File: src/rtl/score_keeper.sv
`default_nettype none
// +--------------------------------------------------------------------------+
// | Module      : score_keeper                                               |
// | Description : Accumulates per-player capture totals, requests territory  |
// |               counts from the territory counter, and produces final      |
// |               half-point scores with komi plus a winner indication.      |
// | Revision    : 1.0 - initial release                                      |
// +--------------------------------------------------------------------------+
module score_keeper #(
   parameter int KOMI_X2        = 13,
   parameter int TIMEOUT_CYCLES = 1023
) (
   input  logic       clk_in,
   input  logic       rst_in,
   input  logic       new_game,
   input  logic       capture_pulse,
   input  logic [1:0] capture_color,
   input  logic [6:0] capture_count,
   input  logic       score_req,
   output logic       terr_update_pulse,
   input  logic [7:0] bterr_in,
   input  logic [7:0] wterr_in,
   input  logic       terr_ready,
   output logic [7:0] bcaps_out,
   output logic [7:0] wcaps_out,
   output logic [9:0] bscore_x2,
   output logic [9:0] wscore_x2,
   output logic [1:0] winner,
   output logic       score_valid,
   output logic       stale_out,
   output logic       busy_out
);

   // Timer only has to reach TIMEOUT_CYCLES-1.
   localparam int              TW           = (TIMEOUT_CYCLES > 1) ? $clog2(TIMEOUT_CYCLES) : 1;
   localparam logic [TW-1:0]   C_TIMER_LAST = TW'(TIMEOUT_CYCLES - 1);
   localparam logic [9:0]      C_KOMI       = 10'(KOMI_X2);
   localparam logic [1:0]      C_WIN_TIE    = 2'b00;
   localparam logic [1:0]      C_WIN_BLACK  = 2'b01;
   localparam logic [1:0]      C_WIN_WHITE  = 2'b10;

   typedef enum logic [3:0] {
      ST_IDLE = 4'b0001,
      ST_WAIT = 4'b0010,
      ST_SUM  = 4'b0100,
      ST_CMP  = 4'b1000
   } state_t;

   state_t        state_q, state_d;
   logic [TW-1:0] timer_q, timer_d;
   logic [7:0]    bcaps_q, bcaps_d;
   logic [7:0]    wcaps_q, wcaps_d;
   logic [7:0]    bterr_q, bterr_d;
   logic [7:0]    wterr_q, wterr_d;
   logic [9:0]    bscore_q, bscore_d;
   logic [9:0]    wscore_q, wscore_d;
   logic [1:0]    winner_q, winner_d;
   logic          stale_flag_q, stale_flag_d;
   logic          stale_q, stale_d;
   logic          valid_q, valid_d;
   logic          pulse_q, pulse_d;
   logic          busy_q, busy_d;

   logic [8:0]    bsum;
   logic [8:0]    wsum;

   // Capture totals clamp at 255 instead of wrapping.
   function automatic logic [7:0] sat_add(input logic [7:0] a, input logic [6:0] b);
      logic [8:0] s;
      s = {1'b0, a} + {2'b00, b};
      return s[8] ? 8'hFF : s[7:0];
   endfunction

   assign bsum = {1'b0, bterr_q} + {1'b0, bcaps_q};
   assign wsum = {1'b0, wterr_q} + {1'b0, wcaps_q};

   // Next-state logic: capture accounting, scoring sequence, new_game override.
   always_comb begin
      state_d      = state_q;
      timer_d      = timer_q;
      bcaps_d      = bcaps_q;
      wcaps_d      = wcaps_q;
      bterr_d      = bterr_q;
      wterr_d      = wterr_q;
      bscore_d     = bscore_q;
      wscore_d     = wscore_q;
      winner_d     = winner_q;
      stale_flag_d = stale_flag_q;
      stale_d      = stale_q;
      valid_d      = 1'b0;
      pulse_d      = 1'b0;

      if (capture_pulse) begin
         if (capture_color == 2'b01) bcaps_d = sat_add(bcaps_q, capture_count);
         if (capture_color == 2'b10) wcaps_d = sat_add(wcaps_q, capture_count);
      end

      case (state_q)
         ST_IDLE: begin
            if (score_req) begin
               pulse_d = 1'b1;
               timer_d = '0;
               state_d = ST_WAIT;
            end
         end
         ST_WAIT: begin
            // A ready pulse on the timeout cycle still counts as fresh data.
            if (terr_ready) begin
               bterr_d      = bterr_in;
               wterr_d      = wterr_in;
               stale_flag_d = 1'b0;
               state_d      = ST_SUM;
            end else if (timer_q == C_TIMER_LAST) begin
               stale_flag_d = 1'b1;
               state_d      = ST_SUM;
            end else begin
               timer_d = timer_q + 1'b1;
            end
         end
         ST_SUM: begin
            // Uses capture totals as registered now; a capture this cycle lands afterwards.
            bscore_d = {bsum, 1'b0};
            wscore_d = {wsum, 1'b0} + C_KOMI;
            state_d  = ST_CMP;
         end
         ST_CMP: begin
            if (bscore_q > wscore_q)      winner_d = C_WIN_BLACK;
            else if (wscore_q > bscore_q) winner_d = C_WIN_WHITE;
            else                          winner_d = C_WIN_TIE;
            stale_d = stale_flag_q;
            valid_d = 1'b1;
            state_d = ST_IDLE;
         end
         default: state_d = ST_IDLE;
      endcase

      if (new_game) begin
         state_d      = ST_IDLE;
         timer_d      = '0;
         bcaps_d      = '0;
         wcaps_d      = '0;
         bterr_d      = '0;
         wterr_d      = '0;
         bscore_d     = '0;
         wscore_d     = '0;
         winner_d     = C_WIN_TIE;
         stale_flag_d = 1'b0;
         stale_d      = 1'b0;
         valid_d      = 1'b0;
         pulse_d      = 1'b0;
      end

      // Busy stays high through the cycle that presents score_valid.
      busy_d = (state_d != ST_IDLE) || valid_d;
   end

   // State and output registers with asynchronous active-low reset.
   always_ff @(posedge clk_in or negedge rst_in) begin
      if (!rst_in) begin
         state_q      <= ST_IDLE;
         timer_q      <= '0;
         bcaps_q      <= '0;
         wcaps_q      <= '0;
         bterr_q      <= '0;
         wterr_q      <= '0;
         bscore_q     <= '0;
         wscore_q     <= '0;
         winner_q     <= C_WIN_TIE;
         stale_flag_q <= 1'b0;
         stale_q      <= 1'b0;
         valid_q      <= 1'b0;
         pulse_q      <= 1'b0;
         busy_q       <= 1'b0;
      end else begin
         state_q      <= state_d;
         timer_q      <= timer_d;
         bcaps_q      <= bcaps_d;
         wcaps_q      <= wcaps_d;
         bterr_q      <= bterr_d;
         wterr_q      <= wterr_d;
         bscore_q     <= bscore_d;
         wscore_q     <= wscore_d;
         winner_q     <= winner_d;
         stale_flag_q <= stale_flag_d;
         stale_q      <= stale_d;
         valid_q      <= valid_d;
         pulse_q      <= pulse_d;
         busy_q       <= busy_d;
      end
   end

   assign terr_update_pulse = pulse_q;
   assign bcaps_out         = bcaps_q;
   assign wcaps_out         = wcaps_q;
   assign bscore_x2         = bscore_q;
   assign wscore_x2         = wscore_q;
   assign winner            = winner_q;
   assign score_valid       = valid_q;
   assign stale_out         = stale_q;
   assign busy_out          = busy_q;

endmodule
`default_nettype wire

File: config.mk
export PLATFORM = sky130hd
export DESIGN_NAME = score_keeper
export DESIGN_NICKNAME = d
export VERILOG_FILES = /design/src/rtl/score_keeper.sv
export SDC_FILE = /design/constraint.sdc
export NUM_CORES = 1
export LEC_CHECK = 0
export ABC_CLOCK_PERIOD_IN_PS = 7000
export CAP_MARGIN = 20
export CORE_ASPECT_RATIO = 1.5
export CORE_MARGIN = 5
export CORE_UTILIZATION = 55
export CTS_CLUSTER_DIAMETER = 150
export CTS_CLUSTER_SIZE = 10
export DETAILED_ROUTE_END_ITERATION = 10
export GPL_ROUTABILITY_DRIVEN = 0
export PLACE_DENSITY = 0.82
export SYNTH_ARGS = -nofsm -noshare
export SYNTH_HDL_FRONTEND = slang
export SYNTH_SLANG_ARGS = --single-unit
File: constraint.sdc
create_clock -name clk_in -period 7 [get_ports clk_in]
set_input_delay 2.1 -clock clk_in [delete_from_list [all_inputs] [get_ports clk_in]]
set_output_delay 2.1 -clock clk_in [all_outputs]
set_load 0.03 [all_outputs]
# == Word level (Yosys, flattened, before mapping) ==
# Cells that the tools add are included.
# W data, S select, Z words.
# totals
register_bits,73
in_bits,31
output_inout_bits,42
word_cells,91
# op_classes
n_addsub,6
order_cmp,2
eq_ne,11
mux,43
n_reduce_logical,15
# op_table
op,n
$mux W8,14
$mux W10,8
$gt A10 B10 Y1,2
$pmux W10 S2,1
$add A8 B7 Y9,2
$add A8 B8 Y9,2
$mux W4,4
$reduce_bool A2 Y1,7
$pmux W4 S3,1
$mux W1,11
$add A10 B1 Y10 const B,1
$add A10 B4 Y10 const B,1
$eq A10 B10 Y1 const B,1
$ne A3 B3 Y1 const B,3
$mux W2,4
$reduce_and A2 Y1,4
$reduce_bool A3 Y1,2
$eq A4 B1 Y1 const B,1
$eq A4 B2 Y1 const B,1
$eq A4 B3 Y1 const B,1
$eq A4 B4 Y1 const B,1
$ne A4 B1 Y1 const B,1
$reduce_and A4 Y1,1
$eq A2 B1 Y1 const B,1
2 further kinds,2

# == Depth between registers and ports, before layout ==
# logic_depth
depth_word,7
depth_mapped,9
ltp_nobuf,9

# == Worst setup path before layout ==
# OpenSTA, ideal clock, no wires.
# synth_timing
path_type,input to register
start,input capture_count[0]
end,register wcaps_q[1] (netlist: wcaps_out[1])
setup_time_ns,0.104
t_arrival_ns,3.632
required_ns,6.896
setup_slack_ns,3.264
path_stages,9
path_buffers,0
path_cell_list,ha_1 inv_1 fa_1 nor2b_1 o21ai_0 a21oi_1 o31a_1 o22ai_1 a221oi_1
# synth_between
elab_chain_cells,5
# synth_rtl
element,line_no,rtl
"start, declared",18,"input logic [6:0] capture_count,"
$add A8 B7 Y9,70,"s = {1'b0, a} + {2'b00, b};"
$mux W8,71,return s[8] ? 8'hFF : s[7:0];
$mux W8,95,"if (capture_color == 2'b10) wcaps_d = sat_add(wcaps_q, capture_count);"
$mux W8,93,if (capture_pulse) begin
$mux W8,137,if (new_game) begin
"end signal, assigned",178,wcaps_q <= wcaps_d;
"end, declared",52,"logic [7:0] wcaps_q, wcaps_d;"
# No other way between the ends. The select of a mux whose other input is x is not followed.
# A chain may end at the register's enable or synchronous reset.

# == Worst setup path in the final report ==
# Same ends and word-level chain as after synthesis.

==> results.sh <==
export IMPL_status="completed"
export IMPL_synth_fp_nets=558
export IMPL_grt_pass1_wl_mm=18.3
export IMPL_drc=0
export IMPL_critPathCaptureType="flip-flop"
export IMPL_path_class="input port to flip-flop"
export IMPL_syn_avg_cell_area_um2=9.48
export IMPL_root_buffer="clkbuf_16"
export IMPL_crit_chain="clkdlybuf4s50_1, ha_1, inv_1, fa_1, nor2b_1, o21ai_0, a21oi_1, o31a_1, o22ai_1, a221oi_1"
export IMPL_drive_above_1_share_pct=6.69
export IMPL_ys_ff_latch=72
export IMPL_insertion_delay_ps=340
export IMPL_synth_ff_type="dfrtp_1"
export IMPL_htreeDepth=3
export IMPL_yosysMostFrequentCell="dfrtp_1"
export IMPL_ant_nets=0
export IMPL_synth_area_um2=4560
export IMPL_initial_core_util_pct=56.6
export IMPL_finClkSkew_ps=7.56
export IMPL_synth_common_cells="71 x dfrtp_1, 42 x ha_1, 41 x nor2_1"
export IMPL_cts_sinks=72
export IMPL_core_rowCount=40
export IMPL_min_path_type="flip-flop to flip-flop"
export IMPL_die_area_um2=10200
export IMPL_syn_to_final_growth_pct=23.5
export IMPL_ctsHoldBuffers=0
export IMPL_post_cts_resized=0
export IMPL_ys_warnings_count=0
export IMPL_slew_headroom_pct=39.3
export IMPL_postPlaceCellArea_um2=5330
export IMPL_hold_violations=0
export IMPL_finalCritPeriodShare_pct=60.2
export IMPL_synth_top_area_share_pct=39.0
export IMPL_post_drt_wl_per_cell_um=16.6
export IMPL_dpl_hpwl_mm=8.23
export IMPL_tns_ps=0
export IMPL_antenna_found_initial=0
export IMPL_n_antenna_cell=0
export IMPL_firstDrtPassIters=4
export IMPL_dr_total_vias=3869
export IMPL_grt_max_degree=73
export IMPL_hold_worst_slack_ps=511
export IMPL_io_buffer_count=71
export IMPL_worst_slew_pin_slew_ps=910
export IMPL_worst_slack_ps=2780
export IMPL_fmaxAchievable_ghz=0.237
export IMPL_setup_viol=0
export IMPL_dr_first_iter_drc_count=204
export IMPL_finalInstanceArea_um2=5630
export IMPL_clock_path_buffers=2
export IMPL_async_flop_share_pct=100
export IMPL_grt_overflow=0
export IMPL_clkTransAtPathRegs_ps=50
export IMPL_slowest_delay_ps=470
export IMPL_rsz0062_at_grt="false"
export IMPL_required_ps=7170
export IMPL_crit_arrival_ps=4390
export IMPL_critical_path_top_delay_family="compound AO/OA/AOI/OAI gates"
export IMPL_num_io_pins=73
export IMPL_postSynthCellCount=481
export IMPL_layout_nets=625
export IMPL_grt_pass1_vias=3925
export IMPL_cts_tree="yes"
export IMPL_cp_num_buf_inv=2
export IMPL_path_max_fanout=7
export IMPL_slew_violations=0
export IMPL_core_area_um2=8060
export IMPL_synth_top_cells_by_area="dfrtp_1 39%, ha_1 12%, a21oi_1 4.4%"
export IMPL_grt_total_usage_pct=22.2
export IMPL_slowest_stage="o22ai_1"
export IMPL_pre_cts_ws_ps=2460
export IMPL_p_leak_nw=2.63
export IMPL_power_density_nw_per_um2=183
export IMPL_cts_setup_buffers=0
export IMPL_viasPerCell=5.88
export IMPL_synth_cell_types=70
export IMPL_yosysTopAreaCell="dfrtp_1"
export IMPL_critPathLaunchType="input port"
export IMPL_numCtsBuffers=9
export IMPL_fp_dieW_um=84.3
export IMPL_routed_wl_mm=10.9
export IMPL_maxCapViolCount=0
export IMPL_seq_area_frac_synth_pct=39.5
export IMPL_synth_edf_count=0
export IMPL_fin_util_pct=69.9
export IMPL_min_period_ps=4220
export IMPL_peakVddDrop_v=0.000134
export IMPL_die_y_um=122
## worst register-to-register path, delay by kind of cell, from the launching register on
kind / cells / cell delay [ps]
adders and majority gates: 2 / 700
DFF: 1 / 460
and+or+nand+nor: 2 / 420
AOI/OAI and AO/OA: 4 / 880
## per-stage QoR
step / std cells / total power [W]
after floorplan: 481 / 0.000516
after global placement: 642 / 0.000569
after detailed placement: 642 / 0.000571
after CTS: 658 / 0.00104
after global routing: 658 / 0.00107
final: 658 / 0.00103
## routing by layer
layer | vias up | routed length [µm] | global-route usage (%)
li1 | 1880 | - | -
met1 | 1850 | 4470 | 25.5
met2 | 112 | 5490 | 38.7
met3 | 27 | 505 | 3.19
met4 | 0 | 459 | 13.8
met5 | - | 0 | 0
## registers in the layout (all words and copies together), names as in the netlist
register           cells
bcaps_out              8
bscore_x2              9
bterr_q                8
busy_out               1
score_valid            1
stale_flag_q           1
stale_out              1
state_q                4
terr_update_pulse      1
timer_q               10
wcaps_out              8
winner                 2
wscore_x2             10
wterr_q                8
## cells in the final DEF (no fill, tap or decap), drive strengths merged, types with 3 or more instances in the layout
master          n
a21o           15
nand3           6
nor2           41
and4            3
and2            3
nor3b           3
buf             4
fa              4
nand4           4
clkdlybuf4s50  70
mux2i           3
xnor2           9
dfrtp          71
ha             42
or4b            3
o21a            4
a21oi          41
o22ai           3
clkbuf         11
a211oi          7
nand2b          3
o31ai           3
a22o           16
and3            3
nor3            6
inv            32
nor2b           3
o2111ai         3
nand2          39
or3             6
xor2           11
o21ai          40
o211ai          7
## final cells by class
cell class / count / area, µm²
flip-flops and latches: 72 / 1800
inverters: 32 / 120
multi-input cells: 359 / 2540
well taps: 105 / 131
clock buffers: 11 / 253
clock inverters: 5 / 55.1
fillers: 617 / 2420
repair buffers: 74 / 728
## kinds of logic after synthesis
family / synth area share [%]
compound gates: 22.5
xor+xnor: 3.84
fa+ha+maj: 13.3
buf+inv: 4.69
flops: 39.5
mux: 0.659
other cells: 0.0822
simple gates: 15.4
## final timing paths
| path | slack, ps | cells past startpoint | from | to |
|---|---|---|---|---|
| worst max-delay path | 2780 | 10 | capture_count[0] | wcaps_out[1] |
| worst min-delay path | 510 | 1 | wterr_q[6] | wterr_q[6] |
| worst max register to register | 4420 | 8 | wcaps_out[0] | wscore_x2[8] |
| worst min register to register | 510 | 1 | wterr_q[6] | wterr_q[6] |
| max in group asynchronous | 4430 | 2 | rst_in | bscore_x2[1] |
| min in group asynchronous | 1950 | 2 | rst_in | bscore_x2[3] |
## where the power goes
group	switching, W	leakage [nW]	internal (W)
logic	0.0000754	1.49	0.0000557
registers	0.00000995	0.995	0.000424
clock network	0.000171	0.148	0.000294
Note: power is estimated with default switching activity, not from simulation.
